--- src/rtl/trigger_gen_if.sv ---
// Signal bundle between trigger_gen and its environment (arming, sample words,
// downstream saver handshake, trigger and status outputs).
interface trigger_gen_if;
  logic        enable_i;
  logic [15:0] ch_i;
  logic        event_saved_i;
  logic        full_i;
  logic        trigger_o;
  logic [3:0]  trig_pos_o;
  logic        busy_o;
  logic [31:0] trig_count_o;
  logic [15:0] lost_count_o;
  logic        err_timeout_o;

  modport master (
    output enable_i, ch_i, event_saved_i, full_i,
    input  trigger_o, trig_pos_o, busy_o, trig_count_o, lost_count_o, err_timeout_o
  );

  modport slave (
    input  enable_i, ch_i, event_saved_i, full_i,
    output trigger_o, trig_pos_o, busy_o, trig_count_o, lost_count_o, err_timeout_o
  );
endinterface

--- src/rtl/trigger_gen.sv ---
// Pulse-width qualified trigger generator: finds the first run of MIN_WIDTH ones in each
// 16-sample word, fires a fixed-length trigger, waits for the saver, then holds off.
module trigger_gen #(
  parameter int unsigned MIN_WIDTH    = 3,
  parameter int unsigned TRIG_LEN     = 4,
  parameter int unsigned HOLDOFF      = 16,
  parameter int unsigned SAVE_TIMEOUT = 1024
) (
  input  logic         clk,
  input  logic         aresetn,
  trigger_gen_if.slave bus
);

  typedef enum logic [1:0] {StIdle, StFire, StWaitSave, StHoldoff} state_e;

  localparam logic [4:0]  MinW     = 5'(MIN_WIDTH);
  localparam logic [15:0] TrigLast = 16'(TRIG_LEN - 1);
  localparam logic [15:0] SaveLast = 16'(SAVE_TIMEOUT - 1);
  // HOLDOFF of 0 still spends one cycle in the holdoff state.
  localparam logic [15:0] HoldLast = 16'((HOLDOFF == 0) ? 0 : HOLDOFF - 1);

  state_e      state_q, state_d;
  logic [15:0] cnt_q, cnt_d;
  logic [4:0]  run_q, run_d;
  logic        trigger_q, trigger_d;
  logic [3:0]  pos_q, pos_d;
  logic [31:0] trig_cnt_q, trig_cnt_d;
  logic [15:0] lost_q, lost_d;
  logic        err_q, err_d;
  logic        hit;
  logic [3:0]  hit_pos;

  // Walk the word oldest-first; the run count carries across word boundaries.
  always_comb begin
    run_d   = run_q;
    hit     = 1'b0;
    hit_pos = '0;
    for (int i = 0; i < 16; i++) begin
      if (bus.ch_i[i]) begin
        if (run_d != 5'd31) run_d = run_d + 5'd1;
        if (!hit && run_d == MinW) begin
          hit     = 1'b1;
          hit_pos = 4'(i);
        end
      end else begin
        run_d = '0;
      end
    end
  end

  always_comb begin
    state_d    = state_q;
    cnt_d      = cnt_q;
    trigger_d  = trigger_q;
    pos_d      = pos_q;
    trig_cnt_d = trig_cnt_q;
    lost_d     = lost_q;
    err_d      = err_q;

    if (hit && bus.enable_i && (state_q != StIdle || bus.full_i) && lost_q != 16'hFFFF) begin
      lost_d = lost_q + 16'd1;
    end

    if (!bus.enable_i) begin
      state_d   = StIdle;
      trigger_d = 1'b0;
      err_d     = 1'b0;
      cnt_d     = '0;
    end else begin
      case (state_q)
        StIdle: begin
          if (hit && !bus.full_i) begin
            state_d    = StFire;
            trigger_d  = 1'b1;
            cnt_d      = '0;
            pos_d      = hit_pos;
            trig_cnt_d = trig_cnt_q + 32'd1;
          end
        end
        StFire: begin
          if (cnt_q == TrigLast) begin
            state_d   = StWaitSave;
            trigger_d = 1'b0;
            cnt_d     = '0;
          end else begin
            cnt_d = cnt_q + 16'd1;
          end
        end
        StWaitSave: begin
          if (bus.event_saved_i) begin
            state_d = StHoldoff;
            cnt_d   = '0;
          end else if (cnt_q == SaveLast) begin
            state_d = StHoldoff;
            err_d   = 1'b1;
            cnt_d   = '0;
          end else begin
            cnt_d = cnt_q + 16'd1;
          end
        end
        StHoldoff: begin
          if (cnt_q == HoldLast) begin
            state_d = StIdle;
            cnt_d   = '0;
          end else begin
            cnt_d = cnt_q + 16'd1;
          end
        end
        default: state_d = StIdle;
      endcase
    end
  end

  always_ff @(posedge clk or negedge aresetn) begin
    if (!aresetn) begin
      state_q    <= StIdle;
      cnt_q      <= '0;
      run_q      <= 5'd31;
      trigger_q  <= 1'b0;
      pos_q      <= '0;
      trig_cnt_q <= '0;
      lost_q     <= '0;
      err_q      <= 1'b0;
    end else begin
      state_q    <= state_d;
      cnt_q      <= cnt_d;
      run_q      <= run_d;
      trigger_q  <= trigger_d;
      pos_q      <= pos_d;
      trig_cnt_q <= trig_cnt_d;
      lost_q     <= lost_d;
      err_q      <= err_d;
    end
  end

  assign bus.trigger_o     = trigger_q;
  assign bus.trig_pos_o    = pos_q;
  assign bus.busy_o        = (state_q != StIdle);
  assign bus.trig_count_o  = trig_cnt_q;
  assign bus.lost_count_o  = lost_q;
  assign bus.err_timeout_o = err_q;

endmodule
--- src/flat_wrapper.sv ---
// flat-port wrapper written by rule: the top's interface ports become plain ports
module trigger_gen_flat 
#(
  parameter int unsigned MIN_WIDTH    = 3,
  parameter int unsigned TRIG_LEN     = 4,
  parameter int unsigned HOLDOFF      = 16,
  parameter int unsigned SAVE_TIMEOUT = 1024
)
  (clk, aresetn, bus_enable_i, bus_ch_i, bus_event_saved_i, bus_full_i, bus_trigger_o, bus_trig_pos_o, bus_busy_o, bus_trig_count_o, bus_lost_count_o, bus_err_timeout_o);
  trigger_gen_if bus_i ();
  input  logic clk;
  input  logic aresetn;
  input wire logic [$bits(bus_i.enable_i)-1:0] bus_enable_i;
  input wire logic [$bits(bus_i.ch_i)-1:0] bus_ch_i;
  input wire logic [$bits(bus_i.event_saved_i)-1:0] bus_event_saved_i;
  input wire logic [$bits(bus_i.full_i)-1:0] bus_full_i;
  output wire logic [$bits(bus_i.trigger_o)-1:0] bus_trigger_o;
  output wire logic [$bits(bus_i.trig_pos_o)-1:0] bus_trig_pos_o;
  output wire logic [$bits(bus_i.busy_o)-1:0] bus_busy_o;
  output wire logic [$bits(bus_i.trig_count_o)-1:0] bus_trig_count_o;
  output wire logic [$bits(bus_i.lost_count_o)-1:0] bus_lost_count_o;
  output wire logic [$bits(bus_i.err_timeout_o)-1:0] bus_err_timeout_o;
  assign bus_i.enable_i = bus_enable_i;
  assign bus_i.ch_i = bus_ch_i;
  assign bus_i.event_saved_i = bus_event_saved_i;
  assign bus_i.full_i = bus_full_i;
  assign bus_trigger_o = bus_i.trigger_o;
  assign bus_trig_pos_o = bus_i.trig_pos_o;
  assign bus_busy_o = bus_i.busy_o;
  assign bus_trig_count_o = bus_i.trig_count_o;
  assign bus_lost_count_o = bus_i.lost_count_o;
  assign bus_err_timeout_o = bus_i.err_timeout_o;
  trigger_gen #(.MIN_WIDTH(MIN_WIDTH), .TRIG_LEN(TRIG_LEN), .HOLDOFF(HOLDOFF), .SAVE_TIMEOUT(SAVE_TIMEOUT)) u_core (.clk(clk), .aresetn(aresetn), .bus(bus_i));
endmodule
--- config.mk ---
export PLATFORM = sky130hd
export DESIGN_NAME = trigger_gen_flat
export DESIGN_NICKNAME = d
export VERILOG_FILES = /design/src/rtl/trigger_gen_if.sv /design/src/rtl/trigger_gen.sv /design/src/flat_wrapper.sv
export SDC_FILE = /design/constraint.sdc
export NUM_CORES = 1
export LEC_CHECK = 0
export ABC_AREA = 1
export CORE_MARGIN = 4
export CORE_UTILIZATION = 60
export DETAILED_ROUTE_END_ITERATION = 6
export MAX_ROUTING_LAYER = met4
export PLACE_DENSITY = 0.91
export SETUP_SLACK_MARGIN = 0.2
export SLEW_MARGIN = 20
export SYNTH_ARGS = -nofsm -noshare
export SYNTH_HDL_FRONTEND = slang
export SYNTH_SLANG_ARGS = --single-unit
--- constraint.sdc ---
create_clock -name clk -period 16.6 [get_ports clk]
set_clock_uncertainty 0.15 [all_clocks]
set_input_delay 3.32 -clock clk [delete_from_list [all_inputs] [get_ports clk]]
set_output_delay 3.32 -clock clk [all_outputs]
set_load 0.01 [all_outputs]
# Word-level counts from Yosys, hierarchy flattened
# Cells that the tools add are included.
# W data, S select, Z words.
# totals
out_inout_bits	55
regBits	77
rom_bits	0
latchBits	0
in_bits	21
mem_count	0
ramBits	0
# op_classes
muxes	132
magnitude_cmp	0
n_addsub	19
reduce_logical	42
shift	0
bitwise	0
n_eq_ne	47
n_div	0
n_mul	0
# op_table
cell	n
$mux W5	48
$mux W4	29
$mux W16	6
$add A5 B1 Y5 const B	16
$eq A5 B2 Y1 const B	16
$ne A5 B5 Y1 const B	16
$pmux W16 S4	1
$mux W1	40
$add A16 B1 Y16 const B	2
$add A32 B1 Y32 const B	1
$logic_and A1 B1 Y1	19
$eq A16 B10 Y1 const B	1
$eq A16 B2 Y1 const B	1
$eq A16 B4 Y1 const B	1
$logic_not A1 Y1	16
$ne A16 B16 Y1 const B	1
$mux W2	6
$ne A3 B2 Y1 const B	3
$reduce_and A3 Y1	3
$pmux W2 S4	1
$eq A2 B2 Y1 const B	2
$ne A2 B1 Y1 const B	2
$ne A4 B3 Y1 const B	1
$reduce_and A4 Y1	1
7 further kinds	7

# Depth between registers and ports, before layout
# Gate-level depths: netlist of run 1.
# logic_depth
ltp_word	71
ltp_mapped	122

# Worst setup path before layout of run 1
# Ideal clock, no wire load.
# synth_timing
path_kind	in2reg
startpoint	in bus_ch_i[0]
endpoint	reg u_core.lost_q[13], in the netlist u_core.bus.lost_count_o[13]
setup_ns	0.123
cell_stages	108
slack_ns	1.078
path_buffers	2
t_required_ns	16.327
t_arrival_ns	15.249
cell_sequence	inv_1 > nor2_1 > ha_1 > nand3_1 > nor2_1 > nand3_1 > nand2_1 > inv_1 > nor2_1 > ha_1 > inv_1 > nor2_4 > nand4_1 > nand2_1 > inv_1 > nor2_1 > ha_1 > nand3_4 > [72 not listed] > nand3_2 > nand2_1 > nand2_1 > nor2_1 > ha_1 > nand3_2 > nor2_4 > nand2_2 > nand2_1 > nand2_2 > nor2_4 > nand3_2 > nand2_4 > nand3_1 > buf_4 > buf_6 > nand2_1 > o21ai_1
# synth_between
elab_chain_len	67
# synth_rtl
element	line	source
start: declaration	flat_wrapper.sv:14	input wire logic [$bits(bus_i.ch_i)-1:0] bus_ch_i;
$mux W5	trigger_gen.sv:39	if (bus.ch_i[i]) begin
$add A5 B1 Y5 or $ne A5 B5 Y1 (tied branches)	trigger_gen.sv:40	if (run_d != 5'd31) run_d = run_d + 5'd1;
$mux W5	trigger_gen.sv:40	
$mux W5	trigger_gen.sv:39	
$mux W5 or $eq A5 B2 Y1 (tied branches)	trigger_gen.sv:39, trigger_gen.sv:41	
$add A5 B1 Y5 (tied with other cells)	trigger_gen.sv:40	
$mux W5 or $mux W1 (tied branches)	trigger_gen.sv:40, trigger_gen.sv:41	
$mux W5 or $mux W1 (tied branches)	trigger_gen.sv:39	
[49 not listed]	-	
$add A5 B1 Y5 (tied with other cells)	trigger_gen.sv:40	
$mux W5 or $mux W1 (tied branches)	trigger_gen.sv:40, trigger_gen.sv:41	
$mux W5 or $mux W1 (tied branches)	trigger_gen.sv:39	
$eq A5 B2 Y1 or $logic_not A1 Y1 (tied branches)	trigger_gen.sv:41	if (!hit && run_d == MinW) begin
$logic_and A1 B1 Y1	trigger_gen.sv:41	
$mux W1	trigger_gen.sv:41	
$mux W1 (*)	trigger_gen.sv:39	
$logic_and A1 B1 Y1 (*) (3 in a row)	trigger_gen.sv:60	if (hit && bus.enable_i && (state_q != StIdle || bus.full_i) && lost_q != 16'hFFFF) begin
end signal: assignment	trigger_gen.sv:131	lost_q <= lost_d;
end: declaration	trigger_gen.sv:28	logic [15:0] lost_q, lost_d;
# Mark *: on every way between the ends. The rest lies on a longest branch, timed or not. The select of a mux whose other input is x is not followed.
# A chain may end at the register's enable or synchronous reset.

# Final worst setup path of run 1
# layout_timing
startpoint	in bus_ch_i[0]
endpoint	reg u_core.pos_q[2], in the netlist u_core.bus.trig_pos_o[2]
# layout_between
elab_chain_len	66
# layout_rtl
element	line	source
$mux W5	trigger_gen.sv:39	
$add A5 B1 Y5 or $ne A5 B5 Y1 (tied branches)	trigger_gen.sv:40	
$mux W5	trigger_gen.sv:40	
$mux W5	trigger_gen.sv:39	
$mux W5 or $eq A5 B2 Y1 (tied branches)	trigger_gen.sv:39, trigger_gen.sv:41	
$add A5 B1 Y5 (tied with other cells)	trigger_gen.sv:40	
$mux W5 or $mux W1 (tied branches)	trigger_gen.sv:40, trigger_gen.sv:41	
$mux W5 or $mux W1 (tied branches)	trigger_gen.sv:39	
[50 not listed]	-	
$mux W5 or $mux W1 (tied branches)	trigger_gen.sv:40, trigger_gen.sv:41	
$mux W5 or $mux W1 (tied branches)	trigger_gen.sv:39	
$eq A5 B2 Y1 or $logic_not A1 Y1 (tied branches)	trigger_gen.sv:41	
$logic_and A1 B1 Y1	trigger_gen.sv:41	
$mux W1	trigger_gen.sv:41	
$mux W1	trigger_gen.sv:39	
$logic_and A1 B1 Y1	trigger_gen.sv:72	if (hit && !bus.full_i) begin
$reduce_and A3 Y1 (no line)	-	
end signal: assignment	trigger_gen.sv:129	pos_q <= pos_d;
end: declaration	trigger_gen.sv:26	logic [3:0] pos_q, pos_d;
# Parallel ways exist; a longest one is shown, timed or not. The select of a mux whose other input is x is not followed.

==> out/qor.yml, run 1 <==
ys_seq_elements: 77
p_int_uw: 543.6
number_of_global_route_vias_before_repair: 7949
worst_reg_to_reg_cells: 113
floorplan.die.height_um: 124.2
cp.required_ns: 16.69
netSwitchingFraction_pct: 40.57
dr.pass1.iters: 6
finalMaxSlewViolations: 0
grt_first_pass_wirelength_um: 35670
yosys_warnings: 0
finalCoreUtilization_pct: 78.36
rows: 42
timing.slew.headroom_pct: 35.69
outcome: "finished, final reports clean"
hold_path_class: "flop to flop"
startpoint_type: "input port"
synth_top_flop_cell: "dfrtp_1"
post-route-period-util_pct: 97.80
power.sequential.fraction_pct: 28.9
final.fill_count: 816
synth.avg_cell_area_um2: 6.500
detail-route-antenna-nets: 0
clock_latency_ns: 0.35
slowest_stage: "a21oi_2"
worst-setup-path-type: "input port to flop"
final_design_area_no_fill_um2: 10380
ir_worst_vdd_uv: 101.4
setup_viol_count_final: 0
drt_wl_total_um: 25430
fmax_mhz: 61.60
groute.usage.overall_pct: 27.32
start_util_pct: 61.21
htree_levels: 3
post-route-drc-count: 0
clock_tree_from_tritoncts: "done"
hold_ws_ns: 0.3412
design.die.area_um2: 15430
synth.distinct_cells: 53
syn_to_final_growth_pct: 28.03
timing.final.hold_violations: 0
syn_nets: 1292
final_cell_count_no_fill: 1574
number_of_antenna_violations_at_the_first_check_in_global_routing: 0
dieWidth_um: 124.2
gp_routability_congestion: 0.9280
synth_sequential_area_ratio_pct: 23.85
route.detailed.vias_per_inst: 6.025
max-cap-violations: 0
worst-endpoint-arrival_ns: 16.32
power.switching_uw: 371.0
antenna_cells: 0
drive_above_1_share_pct: 22.39
routed_length_per_instance_um: 16.16
setup_tns_final_ns: 0
power.density_cell_area_nw_per_um2: 88.13
crit_path_max_incr_delay_ns: 0.27
clock-root-buffer: "clkbuf_16"
pwr-share-clk_pct: 23.5
worst-slew-pin-transition_ns: 0.9646
place_area_um2: 9032
final_net_count: 1439
p_leak_uw: 0.004756
placedCellCount: 1499
finalCriticalPeriod_ns: 16.23
count_of_buffers_from_port_buffering: 75
clk_pin_slew_worst_paths_ns: 0.06
synth_async_sr_flop_share_pct: 100.0
tritoncts.num_buffers: 9
synth_cells: 1247
syn_area_um2: 8105
coreArea_um2: 13240
hpwl_um: 15380
route.vias.total: 9483
ctsLongestPathBuffers: 2
grt_start_max_net_pins: 78
critical_path_peak_fanout: 6
worst_hold_path.num_cells: 2
clock_sinks: 77
design.portCount: 76
power_frac_comb_pct: 47.7
detail_route.iter0.violations: 1222
setup.worst_path.end_class: "flop"
grt_overflow: 0
synth-edff-count: 0
crit_path_frequent_cell: "nor2_4"
==> cell usage in the layout (no fill, tap or decap), drive strengths merged <==
cell type / n
inv: 190
nor4: 24
nand2: 398
clkinvlp: 1
nor3b: 2
a31oi: 2
nand3b: 5
clkdlybuf4s50: 73
dfstp: 5
o2111ai: 2
a21oi: 32
and2: 2
nor2: 138
o21ai: 64
xor2: 48
xnor2: 9
nand4: 39
or2: 1
a211oi: 1
a21boi: 1
a2111oi: 1
o211a: 1
o211ai: 1
clkinv: 3
nand3: 127
a311oi: 10
o221ai: 2
nor3: 27
bufinv: 2
clkbuf: 14
dfrtp: 72
o22ai: 1
ha: 24
buf: 76
==> final cells by class <==
| type | instances | area (um^2) | share of cell area, % |
|---|---|---|---|
| multi-input combinational | 962 | 5698 | 54.91 |
| sequential | 77 | 1933 | 18.63 |
| timing repair buffer | 152 | 1449 | 13.96 |
| inverter | 189 | 728.2 | 7.017 |
| clock buffer | 11 | 242.7 | 2.339 |
| tap | 176 | 220.2 | 2.122 |
| clock inverter | 4 | 72.57 | 0.6993 |
| timing repair inverter | 3 | 33.78 | 0.3255 |
==> layer usage <==
metal	global-route usage [%]	routed length, um
met1	33.72	9642
met2	46.41	12260
met3	3.909	2136
met4	8.575	1394
met5	-	0
==> power by group through the flow <==
| stage | Clock [uW] | Sequential, uW | Combinational [uW] |
|---|---|---|---|
| final | 215 | 264 | 436 |
| after global routing | 223 | 271 | 472 |
| after CTS | 214 | 262 | 375 |
| after detailed placement | 0 | 265 | 357 |
| after global placement | 0 | 264 | 350 |
| after floorplan | 0 | 272 | 228 |
==> critical path: cells and delay by family <==
kind | cells | cell delay [ns]
compound gates | 4 | 0.59
simple gates | 72 | 8.15
buf+inv | 20 | 1.49
fa+ha+maj | 15 | 2.75
==> final timing paths <==
check,to,start,slack (ns)
setup reg to reg,u_core.bus.trig_pos_o[2],u_core.run_q[0],2.24
hold reg to reg,u_core.bus.trig_pos_o[1],u_core.bus.trig_pos_o[1],0.34
setup / recovery,u_core.bus.trig_pos_o[2],bus_ch_i[0],0.37
hold / removal,u_core.bus.trig_pos_o[1],u_core.bus.trig_pos_o[1],0.34
min in group asynchronous,u_core.bus.trig_count_o[28],aresetn,2.98
max in group asynchronous,u_core.bus.trig_count_o[8],aresetn,12.70
==> metrics by stage <==
step	power [uW]	setup WS, ns
CTS	851.9	0.2009
global route	965.8	-0.5200
floorplan	499.8	1.078
finish	914.6	0.3659
detailed placement	622.8	-0.8278
global placement	614.1	-0.06075
==> cells in the mapped netlist (all sizes together), types with 4 or more instances <==
| cell type | count | area (um^2) |
|---|---|---|
| nand2 | 398 | 1617 |
| a21oi | 32 | 193.9 |
| o21ai | 64 | 357.8 |
| ha | 24 | 300.3 |
| inv | 188 | 710.7 |
| xor2 | 48 | 420.4 |
| dfstp | 5 | 131.4 |
| xnor2 | 9 | 78.83 |
| a311oi | 10 | 87.58 |
| clkbuf | 4 | 28.78 |
| nor4 | 24 | 150.1 |
| nor3 | 27 | 135.1 |
| dfrtp | 72 | 1802 |
| nor2 | 138 | 675.7 |
| nand3b | 5 | 37.54 |
| buf | 13 | 156.4 |
| nand3 | 127 | 800.8 |
| nand4 | 39 | 262.8 |
==> state kept, by name (all words and copies together), names as in the netlist <==
name and flops:
u_core.run_q 5, u_core.state_q 2, u_core.cnt_q 16, u_core.bus.err_timeout_o 1, u_core.bus.trig_count_o 32, u_core.bus.lost_count_o 16, u_core.bus.trig_pos_o 4, u_core.bus.trigger_o 1
==> cells by family (layout without fill, tap and decap cells) <==
logic type,Yosys count,after routing,synth area share (%)
and+or+nand+nor,763,763,45.82
buffers and inverters,208,359,11.33
AOI/OAI and AO/OA,118,118,9.139
DFF,77,77,23.85
xor gates and xnor gates,57,57,6.159
adders and majority gates,24,24,3.705
==> what timing repair did <==
action / in CTS / in global routing
gates resized for setup: 37 / 116
pin swaps: 22 / 69
gates cloned: 2 / 5
setup endpoints to repair: 71 / 76
buffers inserted: 15 / 38
hold buffers: 0 / 0
No activity file was read; power rests on OpenSTA's default activity.
==> inputs of run 2 (changes only) <==
--- a/config.mk
+++ b/config.mk
@@ -6,9 +6,11 @@
 export NUM_CORES = 1
 export LEC_CHECK = 0
 export ABC_AREA = 1
+export ABC_CLOCK_PERIOD_IN_PS = 16600
 export CORE_MARGIN = 4
 export CORE_UTILIZATION = 60
 export DETAILED_ROUTE_END_ITERATION = 6
+export GPL_ROUTABILITY_DRIVEN = 0
 export MAX_ROUTING_LAYER = met4
 export PLACE_DENSITY = 0.91
 export SETUP_SLACK_MARGIN = 0.2
==> run 2 against run 1 <==
Effect of this change:
- the run now ends with DRC left
- die area is the same
- critical path depth is the same
- sequential share of layout area grew 0.14 points
- final area shrank 0.76%
- via count grew 1.9%
- worst setup slack lost 0.14 ns
- sequential cell count is the same
- largest power group unchanged
- final cell count is essentially flat
- register-to-register slack lost 0.26 ns
- wire length grew 4.2%
- largest cell class unchanged
==> out/qor.yml, run 2 (synthesis gave the netlist of run 1 again) <==
dr.pass1.iters: 7  # was 6
finalMaxSlewViolations: 0  # unchanged
coreArea_um2: 13240  # unchanged
setup.worst_path.end_class: "flop"  # unchanged
worst_reg_to_reg_cells: 114  # was 113
grt_start_max_net_pins: 78  # unchanged
ir_worst_vdd_uv: 82.47  # was 101.4 uV
max-cap-violations: 0  # unchanged
startpoint_type: "input port"  # unchanged
clk_pin_slew_worst_paths_ns: 0.06  # about the same
route.detailed.vias_per_inst: 6.142  # was 6.025
design.portCount: 76  # unchanged
routed_length_per_instance_um: 16.85  # was 16.16 um
regArea_um2: 1933  # unchanged
final.fill_count: 835  # was 816
final_net_count: 1437  # was 1439
most-common-layout-cells: "nand2_1, inv_1, nand3_1"  # unchanged
layout.cells.most_common: "nand2_1"  # unchanged
timing.final.hold_violations: 0  # unchanged
worst-slew-pin-transition_ns: 0.9592  # was 0.9646 ns
setup_viol_count_final: 0  # unchanged
count_of_buffers_from_port_buffering: 75  # unchanged
worst-endpoint-arrival_ns: 16.45  # was 16.32 ns
place_area_um2: 9045  # was 9032 um^2
rows: 42  # unchanged
design.die.area_um2: 15430  # unchanged
violations: "DRC"
grt_overflow: 0  # unchanged
power.density_cell_area_nw_per_um2: 86.63  # was 88.13 nW/um^2
post-route-drc-count: 32  # was 0
outcome: "complete, but fails checks"  # was finished, final reports clean
drt_wl_total_um: 26500  # was 25430 um
drive_above_1_share_pct: 22.48  # was 22.39%
route.vias.total: 9661  # was 9483
antenna_cells: 0  # unchanged
groute.layer.met3.usage_pct: 5.928  # was 3.909%
grtUsageMet2_pct: 47.07  # was 46.41%
post-route-period-util_pct: 98.62  # was 97.80%
start_util_pct: 61.21  # unchanged
cp.required_ns: 16.68  # was 16.69 ns
timing.slew.headroom_pct: 36.05  # was 35.69%
worst_hold_path.num_cells: 2  # unchanged
final_design_area_no_fill_um2: 10300  # was 10380 um^2
fmax_mhz: 61.09  # was 61.60 MHz
clock_latency_ns: 0.35  # about the same
clock-root-buffer: "clkbuf_16"  # unchanged
grt.met1_usage_pct: 35.46  # was 33.72%
finalCriticalPeriod_ns: 16.37  # was 16.23 ns
largest_register_ffs: 32  # unchanged
hold_path_class: "flop to flop"  # unchanged
groute.usage.overall_pct: 29.09  # was 27.32%
number_of_antenna_violations_at_the_first_check_in_global_routing: 0  # unchanged
crit_path_frequent_cell: "nand2_2"  # was nor2_4
hpwl_um: 15290  # was 15380 um
holdBufCountCts: 0  # unchanged
p_leak_uw: 0.004723  # was 0.004756 uW
critical_path_peak_fanout: 8  # was 6
slowest_stage: "a21oi_2"  # unchanged
crit_path_max_incr_delay_ns: 0.24  # was 0.27 ns
multi_input_area_um2: 5708  # was 5698 um^2
setup_tns_final_ns: 0  # unchanged
clock_tree_from_tritoncts: "done"  # unchanged
detail_route.iter0.violations: 1633  # was 1222
tritoncts.num_buffers: 9  # unchanged
worst-setup-path-type: "input port to flop"  # unchanged
dieWidth_um: 124.2  # unchanged
grt-busiest-layer: "met2"  # unchanged
floorplan.die.height_um: 124.2  # unchanged
number_of_global_route_vias_before_repair: 8397  # was 7949
clock_sinks: 77  # unchanged
detail-route-antenna-nets: 0  # unchanged
final_cell_count_no_fill: 1573  # was 1574
htree_levels: 3  # unchanged
grt_first_pass_wirelength_um: 37780  # was 35670 um
placedCellCount: 1499  # unchanged
syn_to_final_growth_pct: 27.06  # was 28.03%
ctsLongestPathBuffers: 2  # unchanged
==> run 2: report_power, final <==
part / leakage (uW) / switching [uW] / internal [uW]
combinational: 0.00356 / 254 / 179
sequential: 0.00103 / 40.9 / 224
clock: 0.000138 / 83.9 / 109
total: 0.00472 / 379 / 513
==> run 2: through the flow <==
| step | hold slack (ns) | total power [uW] | setup slack, ns | utilization (%) |
|---|---|---|---|---|
| after floorplan | 0.3406 | 499.8 | 1.078 | - |
| after global placement | 0.3206 | 617.2 | -0.06453 | 68.30 |
| after detailed placement | 0.3173 | 625.6 | -0.8754 | 68.30 |
| after CTS | 0.3330 | 842.0 | 0.4037 | 72.88 |
| after global routing | 0.3621 | 939.7 | -0.3833 | 77.77 |
| final | 0.3352 | 892.2 | 0.2294 | 77.77 |
==> run 2: cell type report <==
cell class              instances  share of cell area (%)
repair inverters                1                  0.1093
inverters                     189                   7.095
flip-flops and latches         77                   18.77
clock buffers                  11                   2.454
clock inverters                 5                  0.3280
multi-input cells             963                   55.42
well taps                     176                   2.138
repair buffers                151                   13.68
==> run 2: routing by layer <==
layer	up-vias	wire, um
met5	-	0
met4	0	1636
met3	230	2453
met2	703	12610
met1	4385	9801
li1	4343	-
==> run 2: critical path: cells and delay by family <==
family | cells | cell delay [ns]
AOI/OAI and AO/OA | 4 | 0.62
adders and majority gates | 15 | 2.82
and+or+nand+nor | 73 | 8.09
buffers and inverters | 19 | 1.53
==> run 2: what timing repair did <==
action                                  in CTS  in global routing
endpoints found under the hold margin        0                  0
endpoints found under the setup margin      71                 76
gates cloned                                 3                  1
resized for setup                           39                101
buffers inserted                            17                 37
pin swaps                                   22                 73
==> run 2: path summary, 6_finish.rpt <==
| path | startpoint | endpoint | slack, ns |
|---|---|---|---|
| worst max-delay path | bus_ch_i[0] | u_core.bus.trig_count_o[6] | 0.23 |
| worst min-delay path | u_core.bus.trig_pos_o[1] | u_core.bus.trig_pos_o[1] | 0.34 |
| worst max register to register | u_core.run_q[1] | u_core.bus.trig_count_o[6] | 1.98 |
| worst min register to register | u_core.bus.trig_pos_o[1] | u_core.bus.trig_pos_o[1] | 0.34 |
| max in group asynchronous | aresetn | u_core.cnt_q[5] | 12.72 |
| min in group asynchronous | aresetn | u_core.bus.trig_count_o[26] | 2.98 |
==> inputs of run 3 (changes only) <==
--- a/config.mk
+++ b/config.mk
@@ -14,7 +14,6 @@
 export MAX_ROUTING_LAYER = met4
 export PLACE_DENSITY = 0.91
 export SETUP_SLACK_MARGIN = 0.2
-export SLEW_MARGIN = 20
 export SYNTH_ARGS = -nofsm -noshare
 export SYNTH_HDL_FRONTEND = slang
 export SYNTH_SLANG_ARGS = --single-unit
==> results of run 3 <==
Same layout as run 2: the final DEF is identical, and so are final timing and power.
